`src/rtl/multicycle_control_unit.sv`:
```
// Multicycle RV32I control FSM: sequences fetch, decode, execute, memory
// and writeback over a shared ALU and a unified memory port with ready.
module multicycle_control_unit #(
    parameter int ALU_CTRL_W  = 5,
    parameter int MEM_TIMEOUT = 15,
    parameter bit TRAP_STICKY = 1'b1
) (
    input  logic                  clk,
    input  logic                  reset,
    input  logic [6:0]            instrOpcode,
    input  logic [2:0]            instrFunct3,
    input  logic [6:0]            instrFunct7,
    input  logic                  aluZero,
    input  logic                  aluSign,
    input  logic                  aluCarry,
    input  logic                  aluOverflow,
    input  logic                  memReady,
    output logic                  memReq,
    output logic                  memWe,
    output logic                  iOrD,
    output logic                  irWrite,
    output logic                  pcWrite,
    output logic                  pcSrc,
    output logic [1:0]            aluSrcA,
    output logic [1:0]            aluSrcB,
    output logic [ALU_CTRL_W-1:0] aluControl,
    output logic                  regWrite,
    output logic [1:0]            wdSrc,
    output logic                  illegal,
    output logic                  memFault,
    output logic [3:0]            state
);

    localparam logic [ALU_CTRL_W-1:0] ALU_ADD  = ALU_CTRL_W'(0);
    localparam logic [ALU_CTRL_W-1:0] ALU_SUB  = ALU_CTRL_W'(1);
    localparam logic [ALU_CTRL_W-1:0] ALU_XOR  = ALU_CTRL_W'(2);
    localparam logic [ALU_CTRL_W-1:0] ALU_OR   = ALU_CTRL_W'(3);
    localparam logic [ALU_CTRL_W-1:0] ALU_AND  = ALU_CTRL_W'(4);
    localparam logic [ALU_CTRL_W-1:0] ALU_SLL  = ALU_CTRL_W'(5);
    localparam logic [ALU_CTRL_W-1:0] ALU_SRL  = ALU_CTRL_W'(6);
    localparam logic [ALU_CTRL_W-1:0] ALU_SRA  = ALU_CTRL_W'(7);
    localparam logic [ALU_CTRL_W-1:0] ALU_SLT  = ALU_CTRL_W'(8);
    localparam logic [ALU_CTRL_W-1:0] ALU_SLTU = ALU_CTRL_W'(9);

    localparam logic [6:0] OPC_OP     = 7'b0110011;
    localparam logic [6:0] OPC_OP_IMM = 7'b0010011;
    localparam logic [6:0] OPC_LOAD   = 7'b0000011;
    localparam logic [6:0] OPC_STORE  = 7'b0100011;
    localparam logic [6:0] OPC_BRANCH = 7'b1100011;
    localparam logic [6:0] OPC_JAL    = 7'b1101111;
    localparam logic [6:0] OPC_LUI    = 7'b0110111;

    localparam logic [7:0] TO_LAST = 8'(MEM_TIMEOUT - 1);

    typedef enum logic [3:0] {
        FETCH    = 4'd0,
        DECODE   = 4'd1,
        EXEC_R   = 4'd2,
        EXEC_I   = 4'd3,
        ALU_WB   = 4'd4,
        MEM_ADDR = 4'd5,
        MEM_RD   = 4'd6,
        MEM_WB   = 4'd7,
        MEM_WR   = 4'd8,
        BRANCH   = 4'd9,
        JAL      = 4'd10,
        LUI      = 4'd11,
        TRAP     = 4'd15
    } state_t;

    state_t                  state_q;
    state_t                  state_d;
    logic [7:0]              wait_cnt;
    logic                    wait_hit;
    logic                    timeout;
    logic                    illegal_q;
    logic                    fault_q;
    logic                    f7b5;
    logic                    is_r;
    logic [ALU_CTRL_W-1:0]   alu_fn;
    logic                    exec_bad;
    logic                    taken;
    logic                    br_bad;
    logic                    unused_bits;

    assign f7b5        = instrFunct7[5];
    assign is_r        = (state_q == EXEC_R);
    assign wait_hit    = !memReady && (wait_cnt == TO_LAST);
    assign unused_bits = ^{instrFunct7[6], instrFunct7[4:0]};

    assign state    = state_q;
    assign illegal  = illegal_q;
    assign memFault = fault_q;

    // ALU operation and legality from funct3/funct7[5]
    always_comb begin
        alu_fn = ALU_ADD;
        unique case (instrFunct3)
            3'b000: alu_fn = (is_r && f7b5) ? ALU_SUB : ALU_ADD;
            3'b001: alu_fn = ALU_SLL;
            3'b010: alu_fn = ALU_SLT;
            3'b011: alu_fn = ALU_SLTU;
            3'b100: alu_fn = ALU_XOR;
            3'b101: alu_fn = f7b5 ? ALU_SRA : ALU_SRL;
            3'b110: alu_fn = ALU_OR;
            3'b111: alu_fn = ALU_AND;
        endcase
        if (is_r)
            exec_bad = f7b5 && (instrFunct3 != 3'b000)
                            && (instrFunct3 != 3'b101);
        else
            exec_bad = f7b5 && (instrFunct3 == 3'b001);
    end

    // Branch condition from the ALU flags of rs1 - rs2
    always_comb begin
        taken  = 1'b0;
        br_bad = 1'b0;
        case (instrFunct3)
            3'b000:  taken = aluZero;
            3'b001:  taken = !aluZero;
            3'b100:  taken = aluSign ^ aluOverflow;
            3'b101:  taken = !(aluSign ^ aluOverflow);
            3'b110:  taken = !aluCarry;
            3'b111:  taken = aluCarry;
            default: br_bad = 1'b1;
        endcase
    end

    // Next state and control outputs for the current state
    always_comb begin
        state_d    = state_q;
        timeout    = 1'b0;
        memReq     = 1'b0;
        memWe      = 1'b0;
        iOrD       = 1'b0;
        irWrite    = 1'b0;
        pcWrite    = 1'b0;
        pcSrc      = 1'b0;
        aluSrcA    = 2'd0;
        aluSrcB    = 2'd0;
        aluControl = ALU_ADD;
        regWrite   = 1'b0;
        wdSrc      = 2'd0;
        case (state_q)
            FETCH: begin
                memReq  = 1'b1;
                aluSrcB = 2'd2;
                if (memReady) begin
                    irWrite = 1'b1;
                    pcWrite = 1'b1;
                    state_d = DECODE;
                end else if (wait_hit) begin
                    timeout = 1'b1;
                    state_d = TRAP;
                end
            end
            DECODE: begin
                aluSrcA = 2'd2;
                aluSrcB = 2'd1;
                case (instrOpcode)
                    OPC_OP:     state_d = EXEC_R;
                    OPC_OP_IMM: state_d = EXEC_I;
                    OPC_LOAD:   state_d = MEM_ADDR;
                    OPC_STORE:  state_d = MEM_ADDR;
                    OPC_BRANCH: state_d = BRANCH;
                    OPC_JAL:    state_d = JAL;
                    OPC_LUI:    state_d = LUI;
                    default:    state_d = TRAP;
                endcase
            end
            EXEC_R, EXEC_I: begin
                aluSrcA    = 2'd1;
                aluSrcB    = is_r ? 2'd0 : 2'd1;
                aluControl = alu_fn;
                state_d    = exec_bad ? TRAP : ALU_WB;
            end
            ALU_WB: begin
                regWrite = 1'b1;
                state_d  = FETCH;
            end
            MEM_ADDR: begin
                aluSrcA = 2'd1;
                aluSrcB = 2'd1;
                if (instrFunct3 != 3'b010)
                    state_d = TRAP;
                else if (instrOpcode == OPC_STORE)
                    state_d = MEM_WR;
                else
                    state_d = MEM_RD;
            end
            MEM_RD: begin
                memReq = 1'b1;
                iOrD   = 1'b1;
                if (memReady) begin
                    state_d = MEM_WB;
                end else if (wait_hit) begin
                    timeout = 1'b1;
                    state_d = TRAP;
                end
            end
            MEM_WB: begin
                regWrite = 1'b1;
                wdSrc    = 2'd1;
                state_d  = FETCH;
            end
            MEM_WR: begin
                memReq = 1'b1;
                memWe  = 1'b1;
                iOrD   = 1'b1;
                if (memReady) begin
                    state_d = FETCH;
                end else if (wait_hit) begin
                    timeout = 1'b1;
                    state_d = TRAP;
                end
            end
            BRANCH: begin
                aluSrcA    = 2'd1;
                aluControl = ALU_SUB;
                if (br_bad) begin
                    state_d = TRAP;
                end else begin
                    pcWrite = taken;
                    pcSrc   = taken;
                    state_d = FETCH;
                end
            end
            JAL: begin
                regWrite = 1'b1;
                wdSrc    = 2'd2;
                pcWrite  = 1'b1;
                pcSrc    = 1'b1;
                state_d  = FETCH;
            end
            LUI: begin
                aluSrcA = 2'd3;
                aluSrcB = 2'd1;
                state_d = ALU_WB;
            end
            TRAP: state_d = TRAP_STICKY ? TRAP : FETCH;
            default: state_d = FETCH;
        endcase
        if (reset) begin
            state_d  = FETCH;
            timeout  = 1'b0;
            memReq   = 1'b0;
            memWe    = 1'b0;
            irWrite  = 1'b0;
            pcWrite  = 1'b0;
            regWrite = 1'b0;
        end
    end

    // State register
    always_ff @(posedge clk) begin
        state_q <= state_d;
    end

    // Memory wait counter, restarted on every state change
    always_ff @(posedge clk) begin
        if (reset || state_d != state_q)
            wait_cnt <= 8'd0;
        else if (!memReady)
            wait_cnt <= wait_cnt + 8'd1;
    end

    // Sticky fault flags, classified on entry to TRAP
    always_ff @(posedge clk) begin
        if (reset) begin
            illegal_q <= 1'b0;
            fault_q   <= 1'b0;
        end else if (state_d == TRAP && state_q != TRAP) begin
            if (timeout)
                fault_q <= 1'b1;
            else
                illegal_q <= 1'b1;
        end
    end

endmodule

```
`config.mk`:
```
export PLATFORM = sky130hd
export DESIGN_NAME = multicycle_control_unit
export DESIGN_NICKNAME = d
export VERILOG_FILES = /design/src/rtl/multicycle_control_unit.sv
export SDC_FILE = /design/constraint.sdc
export NUM_CORES = 1
export LEC_CHECK = 0
export CORE_MARGIN = 2
export CORE_UTILIZATION = 50
export CTS_CLUSTER_SIZE = 28
export DETAILED_ROUTE_END_ITERATION = 10
export DONT_BUFFER_PORTS = 1
export PLACE_DENSITY = 0.69
export SKIP_CTS_REPAIR_TIMING = 1
export SLEW_MARGIN = 20
export SYNTH_ARGS = -nofsm -noshare
export SYNTH_HDL_FRONTEND = slang
export SYNTH_SLANG_ARGS = --single-unit
```
`constraint.sdc`:
```
create_clock -name clk -period 5.4 [get_ports clk]
set_input_delay 1.62 -clock clk [delete_from_list [all_inputs] [get_ports clk]]
set_output_delay 1.62 -clock clk [all_outputs]
set_load 0.01 [all_outputs]
```
Yosys cells after proc, flatten, opt, wreduce, memory -nomap -nowiden

Index checks and enable logic that the tools add are counted.

Register bits: 14
Input bits: 24
Output and inout bits: 24
Logic and storage cells: 102

Add/subtract/negate cells: 1
Equality and inequality tests: 32
Multiplexer cells: 39
Bitwise gates (word level): 2
Reduce and logical (&&, ||, !) cells: 24

Operators with widths:

| operator                                             | number |
|---|---|
| case mux 5 bit (8 select lines)                      | 1 |
| two-way mux 4 bit                                    | 9 |
| case mux 4 bit (9 select lines)                      | 1 |
| equality test 4 bit (second input constant)          | 6 |
| case mux 4 bit (6 select lines)                      | 1 |
| equality test 7 x 6 -> 1 bit (second input constant) | 3 |
| two-way mux 1 bit                                    | 20 |
| equality test 4 x 3 -> 1 bit (second input constant) | 4 |
| equality test 7 bit (second input constant)          | 2 |
| equality test 3 bit (second input constant)          | 4 |
| case mux 2 bit (3 select lines)                      | 2 |
| case mux 5 bit (2 select lines)                      | 1 |
| OR reduction 3 bit                                   | 3 |
| adder 8 x 1 -> 8 bit (second input constant)         | 1 |
| equality test 4 x 2 -> 1 bit (second input constant) | 2 |
| equality test 8 x 4 -> 1 bit (second input constant) | 1 |
| equality test 7 x 2 -> 1 bit (second input constant) | 1 |
| equality test 7 x 5 -> 1 bit (second input constant) | 1 |
| equality test 3 x 2 -> 1 bit (second input constant) | 2 |
| logical AND 1 bit                                    | 6 |
| case mux 1 bit (6 select lines)                      | 1 |
| OR reduction 2 bit                                   | 3 |
| OR reduction 6 bit                                   | 1 |
| equality test 4 x 1 -> 1 bit (second input constant) | 1 |
| 17 further kinds                                     | 21 |

Logic depth before layout (Yosys ltp)

Word-level depth: 10
Gate-level depth with buffers: 9

Least setup slack after synthesis

OpenSTA, ideal clock, no wires.

Path kind: input -> output
Start point: in instrFunct3[2]
End point: out pcWrite
Arrival: 2786 ps
Required time: 3780 ps
Setup slack: 994 ps
Stages on the path: 7
Path buffers: 1
Path through: buf_6 > mux2i_1 > xor2_1 > nor2_1 > o21a_1 > o21ai_0 > o41ai_1

Word-level cells in the longest chain between the ends: 5

Ends and longest elaborated chain:

| what                                                                  | RTL line | RTL |
|---|---|---|
| start: declaration                                                    | 11       | `input logic [2:0] instrFunct3,` |
| equality test 3 bit, or another cell as far along                     | 119      | `case (instrFunct3)` |
| case mux 1 bit (6 select lines) or OR reduction 6 bit (tied branches) | -        |  |
| two-way mux 1 bit *                                                   | 221      | `if (br_bad) begin` |
| case mux 1 bit (3 select lines) *                                     | 145      | `case (state_q)` |
| two-way mux 1 bit *                                                   | 244      | `if (reset) begin` |
| end: declaration                                                      | 22       | `output logic pcWrite,` |

Every way passes the cells marked *; elsewhere a longest branch is shown, timed or not.

Worst setup path after layout

Start point: in aluOverflow
End point: out pcWrite

Word-level cells in the longest chain between the ends: 6

Ends and longest elaborated chain:

| what                              | RTL line | RTL |
|---|---|---|
| start: declaration                | 16       | `input logic aluOverflow,` |
| bitwise XOR 1 bit *               | 122, 123 |  |
| zero test 1 bit                   | 123      | `3'b101: taken = !(aluSign ^ aluOverflow);` |
| case mux 1 bit (6 select lines) * | 119      |  |
| two-way mux 1 bit *               | 221      |  |
| case mux 1 bit (3 select lines) * | 145      |  |
| two-way mux 1 bit *               | 244      |  |

Marks and branches as above.

==> impl_results.md <==
- # IOs: 48
- Row cnt: 19
- Max-cap violation count: 0
- Crit end category: output pin
- Routed WL: 3640 um
- Post-synthesis sequential area ratio: 18.9%
- Clock root cell: clkbuf_4
- Startpoint Class: input port
- Status: finished, final reports clean
- Synthesized net count: ~220
- Tmin final: 4.52 ns
- Starting Density: a little over half
- Tcrit/Tclk final: 83.8%
- Layout Nets: between 200 and 250
- Final hold violation count: 0
- Area Overhead vs Synth: 0.505%
- FF/Latch Area: around 280 um2
- Post-Place Cell Area: approximately 1500 um2
- Share of cells above drive strength 1: 11.6%
- Fraction of registers with async set/reset: 0%
- Post-Layout Cell Count: 220
- Multi-input gate area: 1100 um2
- Power Density: roughly 440 nW/um2
- Clock Skew: between 0.003 and 0.004 ns
- First-pass GRT wire length: 6070 um
- GR Util All Layers: 22.5%
- Kind of critical path: in -> out
- Vias per cell: 6.70
- Post-route design area: 1490 um2
- Largest net degree at the start of global routing: 31
- Fin. max-slew vios: 0
- Num CTS Buffers: 3
- Worst-Margin Slew: 0.883 ns
- Remaining global-route overflow: 0
- Final Setup Violations: 0
- Commonest non-fill, non-tap cells in the layout: 14 x nor2_1, 14 x dfxtp_1, 13 x a21oi_1
- Syn Area/Cell: 7.51 um2
- Setup TNS: 0 ns
- CP max FO: 2
- Antenna cells: 0
- First-pass DRT Iterations: 5
- Number of flops mapped to enable cells by yosys: 0
- CTS sink cnt: 14
- Yosys cell types: 55
- Fillcell total: 270
- H-Tree Depth: 1
- Core area: approximately 2800 um2
- Post-synthesis register bit count: 14
- Wirelength per Cell: approximately 17 um
- Synth Instances: 198
- Prevailing post-synth register cell: dfxtp_1
- RSZ-0062 raised after global routing: false
- Full die area: 3430 um2
- Core Util, Final: 53.7%
- Initial antenna violation count: 0
- Initial drt markers: 171
- Fmax achieved: ~0.22 GHz
- Worst VDD drop: 389 uV
- Clk_lat worst skew: 0.28 ns
- Die width: 58.5 um
- CTS tree: yes
- # DRC: 0
- GP Congestion: 0.889
- Crit path arrival time: 2.90 ns
- R2r setup slk: 2.34 ns
- Lkg Pwr: 0.546 nW
- Worst path required time: 3.78 ns
- Mapped cell area: 1490 um2
- Die Y-Extent: 58.5 um
- Worst rel slew slack: 41.1%
- HP Class: reg -> reg
- Vias: approximately 1500
- Post-route ant nets: 0
- Clock Tree Buf Depth: 2
- PortBufs: 0
- Yosys warns: 0
- Number of global-route vias before repair: 1306
- Post-DP HPWL: 2670 um
- Placed cells: 216
- Clk slew on worst S/H paths: 0.08 ns
## final cells by class
cell class | instances | share of cell area, %
clock buffers | 4 | 2.43
repair buffers | 1 | 0.503
multi-input cells | 163 | 74.0
well taps | 31 | 2.60
flip-flops and latches | 14 | 18.8
inverters | 7 | 1.76
## registers in the layout, summed over array words and instances (netlist names)
name      flops
illegal       1
memFault      1
wait_cnt      8
state         4
## final timing paths
path,from,end,depth (start not counted)
hold reg to reg,memFault$_SDFFE_PP0P_,memFault$_SDFFE_PP0P_,2
setup reg to reg,state[3]$_DFF_P_,wait_cnt[6]$_SDFFE_PP0N_,7
hold / removal,memFault$_SDFFE_PP0P_,memFault$_SDFFE_PP0P_,2
setup / recovery,aluOverflow,pcWrite,7
## critical path: stages
cell and delay (ns):
xor2_1 0.14, mux2i_1 0.16, xor2_1 0.08, nor2_1 0.09, o21a_1 0.12, o21ai_0 0.09, o41ai_1 0.61
## stage by stage
stage          worst slack (ns)  hold slack (ns)  power, mW
6_report                  0.875            0.545      0.658
5_1_grt                   0.784            0.620      0.712
4_1_cts                   0.863            0.552      0.657
3_5_place_dp              0.880            0.537      0.580
3_3_place_gp              0.889            0.531      0.568
2_1_floorplan             0.994            0.504      0.515
## routing by layer
layer	GRT usage [%]	up-vias	wire length, um
li1	-	702	-
met1	30.0	688	1600
met2	35.5	81	1650
met3	7.03	4	366
met4	5.65	0	28
met5	0	-	0
## Yosys cell counts (all sizes together), types with 2 or more instances
cell type   n  area, um2
nand3      11       55.1
mux2i       2       20.0
a21o        2       16.3
nor2b      12       75.1
xor2        7       61.3
or3b        2       22.5
ha          2       25.0
o21ai       6       30.0
xnor2       4       35.0
nor3b       3       22.5
o31ai       2       15.0
inv         7       26.3
dfxtp      14        280
and3        5       31.3
nor4b       4       41.3
o41ai       2       17.5
nor2       14       52.6
and2        7       43.8
a211o       3       26.3
clkbuf      5       18.8
or4         2       15.0
a21oi      14       73.8
nand2      12       45.0
o21bai      2       15.0
nor3       14        110
nand2b      5       31.3
nor4bb      3       30.0
buf         9       56.3
nor4        2       12.5
a22oi       2       15.0
a31oi       2       12.5
## cells by family (layout without fill, tap and decap cells)
| group | after synthesis | after routing | synth area share [%] |
|---|---|---|---|
| other cells | 1 | 1 | 0.252 |
| compound gates | 46 | 46 | 22.3 |
| fa+ha+maj | 2 | 2 | 1.68 |
| xor+xnor | 11 | 11 | 6.48 |
| mux | 2 | 2 | 1.35 |
| simple gates | 101 | 101 | 42.3 |
| buf+inv | 21 | 12 | 6.82 |
| flops | 14 | 14 | 18.9 |
## report_power, final
part / switching, mW / internal [mW]
clock: 0.0328 / 0.0410
combinational: 0.248 / 0.157
sequential: 0.0605 / 0.119
total: 0.341 / 0.317
Power figures use the tool's default switching activity.
==> RTL change 1 (same settings) <==
`TRAP_STICKY`: 1'b1 -> 1'b0.
--- a/src/rtl/multicycle_control_unit.sv
+++ b/src/rtl/multicycle_control_unit.sv
@@ -4,5 +4,5 @@
     parameter int ALU_CTRL_W  = 5,
     parameter int MEM_TIMEOUT = 15,
-    parameter bit TRAP_STICKY = 1'b1
+    parameter bit TRAP_STICKY = 1'b0
 ) (
     input  logic                  clk,
Behaviour: not the same (a bounded check fails within 4 cycles, from zero or initial values and one cycle with reset high).
==> RTL change 1 against the unedited design <==
Sequential cell count is the same; first-iteration DRC count shrank 11%; largest power group unchanged; final cell count shrank 2.3%; wire length shrank 3.6%; largest cell class unchanged; synthesized area shrank 5.3%; final area shrank 4.8%; clock skew shrank 0.0014 ns; via count shrank 5.2%; clock power grew 2%; utilization shrank 1.2 points; setup slack gained 0.18 ns; power grew 0.84%.
==> RTL change 1: results (changes against the unedited design) <==
- Status: completed
- Met3 usage: 3.85% (-3.2 points)
- Hold path endpoint: illegal
- GP Congestion: 0.816 (-8.3%)
- Worst hold start: illegal
- Overall Global Routing Usage: 21.4% (-1.1 points)
- Total leakage power: 0.487 nW (-11%)
- Drt wl/cell: 16.3 um (-1.4%)
- Cell depth of the worst flop-to-flop path: 6 (-1)
- Met1 usage in global routing: 28.6% (-1.4 points)
- Nets: 211 (-2.3%)
- Largest net degree at the start of global routing: 27 (-13%)
- First-pass GRT wire length: 5670 um (-6.6%)
- # fillers: 262 (-3.0%)
- Share of cells above drive strength 1: 7.07% (-4.6 points)
- Slew @ Worst Pin: 0.905 ns (+0.0222 ns)
- Pre-CTS WS: 1.07 ns (+0.186 ns)
- Number of global-route vias before repair: 1264 (-3.2%)
- Metal-1 WL: 1600 um (+0.31%)
- Met2 wire len: 1710 um (+4.1%)
- Netlist cell types: 56 (+1.8%)
- Crit path max-delay cell type: o31ai_1
- Max rail drop VDD: 0.000336 V (-14%)
- Iteration-0 DRC Markers: 153 (-11%)
- Vias: 1399 (-5.2%)
- Crit path largest cell delay: 0.38 ns (-0.23 ns)
- Top area cells in the synthesized netlist: dfxtp_1 (20%), nor2_1 (8.3%), xor2_1 (5.0%), nor4_1 (4.9%), nor2b_1 (3.6%)
- Sequential area share after synthesis: 19.9% (+1.1 points)
- Top cells by count, synth: nor2_1 (31), dfxtp_1 (14), nor4_1 (11), a21oi_1 (9), nand3_1 (9)
- Post-Syn Nets: 219 (-2.2%)
- DR WL met3: 184 um (-50%)
-- RTL change 1: area by class of cell --
class	count	area (um^2)	area share (%)
well taps	31	38.8	2.73
multi-input cells	160	1040	73.4
clock buffers	4	36.3	2.55
inverters	6	22.5	1.58
flip-flops and latches	14	280	19.7
-- RTL change 1: power breakdown --
part	internal (mW)	switching [mW]	leakage, nW
Combinational	0.140	0.246	0.353
Sequential	0.122	0.0805	0.114
Clock	0.0411	0.0342	0.0210
Total	0.303	0.361	0.487
-- RTL change 1: metrics by stage --
| step | cells | instance area [um^2] | hold slack [ns] | utilization [%] | total power [mW] |
|---|---|---|---|---|---|
| after floorplan | 193 | 1410 | 0.490 | - | 0.516 |
| after global placement | 211 | 1390 | 0.517 | 51.2 | 0.569 |
| after detailed placement | 211 | 1390 | 0.517 | 51.2 | 0.587 |
| after CTS | 215 | 1420 | 0.536 | 52.5 | 0.662 |
| after global routing | 215 | 1420 | 0.554 | 52.5 | 0.716 |
| final | 215 | 1420 | 0.534 | 52.5 | 0.664 |
-- RTL change 1: how the worst max path moves through the flow --
stage	from	endpoint	slack, ns
after floorplan	instrFunct3[2]	pcWrite	1.05
after global routing	aluOverflow	pcWrite	0.95
final	aluOverflow	pcWrite	1.06
after detailed placement	aluOverflow	pcWrite	1.07
after global placement	aluOverflow	pcWrite	1.14
after CTS	aluOverflow	pcWrite	1.06
-- RTL change 1: cell families after synthesis --
| logic type | Yosys count | share of synthesized area [%] |
|---|---|---|
| AO/OA/AOI/OAI | 41 | 20.8 |
| XOR/XNOR | 11 | 6.84 |
| adder cells (fa/ha/maj) | 2 | 1.78 |
| buffers and inverters | 19 | 5.87 |
| flip-flops | 14 | 19.9 |
| multiplexers | 1 | 0.711 |
| other | 1 | 0.266 |
| AND/OR/NAND/NOR | 104 | 43.8 |
==> RTL change 2 (config.mk and constraints unchanged) <==
Made on the original files. Put one more register stage on the output `memFault`, without a reset. The value now appears one clock later. The other outputs are not delayed to match.
--- a/src/rtl/multicycle_control_unit.sv
+++ b/src/rtl/multicycle_control_unit.sv
@@ -91,5 +91,7 @@
     assign state    = state_q;
     assign illegal  = illegal_q;
-    assign memFault = fault_q;
+    always_ff @(posedge clk) begin
+        memFault <= fault_q;
+    end
 
     // ALU operation and legality from funct3/funct7[5]
Check against the original RTL: no difference found for any inputs over 10 cycles, from zero or initial values and one cycle with reset high; that may be too few to reach the edited logic, so the function may still have changed.
==> RTL change 2 against the unedited design <==
Wire length up 5.9%; synthesized area up 5.1%; synthesized cell count up 2.0%; clock power down 15%; via count up 2.4%; die area up 4.8%; power down 4.1%; final area up 4.4%; count of clock-buffer cells in the layout unchanged; critical path type unchanged; hold slack worse by 0.18 ns; setup slack better by 0.34 ns; sequential cell count up 1; first-iteration DRC count down 20%; sequential share of layout area up 0.49 points.
==> RTL change 2: results (changes against the unedited design) <==
- GP Congestion: 0.901 (+1.3%)
- Overall Global Routing Usage: 21.3% (-1.2 points)
- Sequential area share after synthesis: 19.2% (+0.36 points)
- CP arrival: 2.56 ns (-0.34 ns)
- Min Clock Period, post-route: 4.18 ns (-0.341 ns)
- Met1 usage in global routing: 28.0% (-2.0 points)
- Crit path max-delay cell type: o22ai_1
- Vias/cell: 6.66 (-0.72%)
- Final hold slack: 0.364 ns (-0.181 ns)
- Number of global-route vias before repair: 1382 (+5.8%)
- Netlist cell types: 62 (+13%)
- Slew headroom: 39.7% (-1.4 points)
- Cell depth of the worst flop-to-flop path: 6 (-1)
- Status: completed
- Average size of a mapped cell: 7.74 um^2 (+3.1%)
- Total leakage power: 0.594 nW (+8.9%)
- Pre-CTS WS: 1.21 ns (+0.328 ns)
- Reg2Reg Launch Point: state[1]
- Worst hold start: fault_q
- Worst Setup EP: pcSrc
- Clk_skew: 0.00649 ns (+0.00321 ns)
- HPWL after DPL: 2860 um (+7.1%)
- Placed Area: 1530 um^2 (+5.2%)
- Clk pwr: 0.0626 mW (-15%)
- Crit path largest cell delay: 0.27 ns (-0.34 ns)
- Vias: 1511 (+2.4%)
RTL change 2: cell types whose count changed in the layout (fill, tap and decap cells not counted), sizes merged, moves of 4 or more:
cell / delta
a211oi: +4
nor2b: -5
and2: -4
a31oi: +6
nand3: -4
nor4: +11
a21oi: -5
nor3: -10
nor2: +4
RTL change 2: metal layers:
metal / part of all wire, % / vias up
met4: 0 / 0
met1: 45 / 710
met2: 48 / 51
met3: 6.8 / 0
li1: - / 750
met5: 0 / -
RTL change 2: cell families after synthesis:
logic type / Yosys count / synth area share, %
adders and majority gates: 2 / 1.60
other: 1 / 0.240
DFF: 15 / 19.2
AOI/OAI and AO/OA: 49 / 25.1
buffers and inverters: 18 / 5.92
muxes: 2 / 1.28
and+or+nand+nor: 105 / 41.1
xor gates and xnor gates: 10 / 5.60
RTL change 2: cell type report:
type,instances,area [um^2]
multi-input cells,169,1170
clock buffers,4,26.3
inverters,6,22.5
fillers,296,1440
well taps,33,41.3
flip-flops and latches,15,300
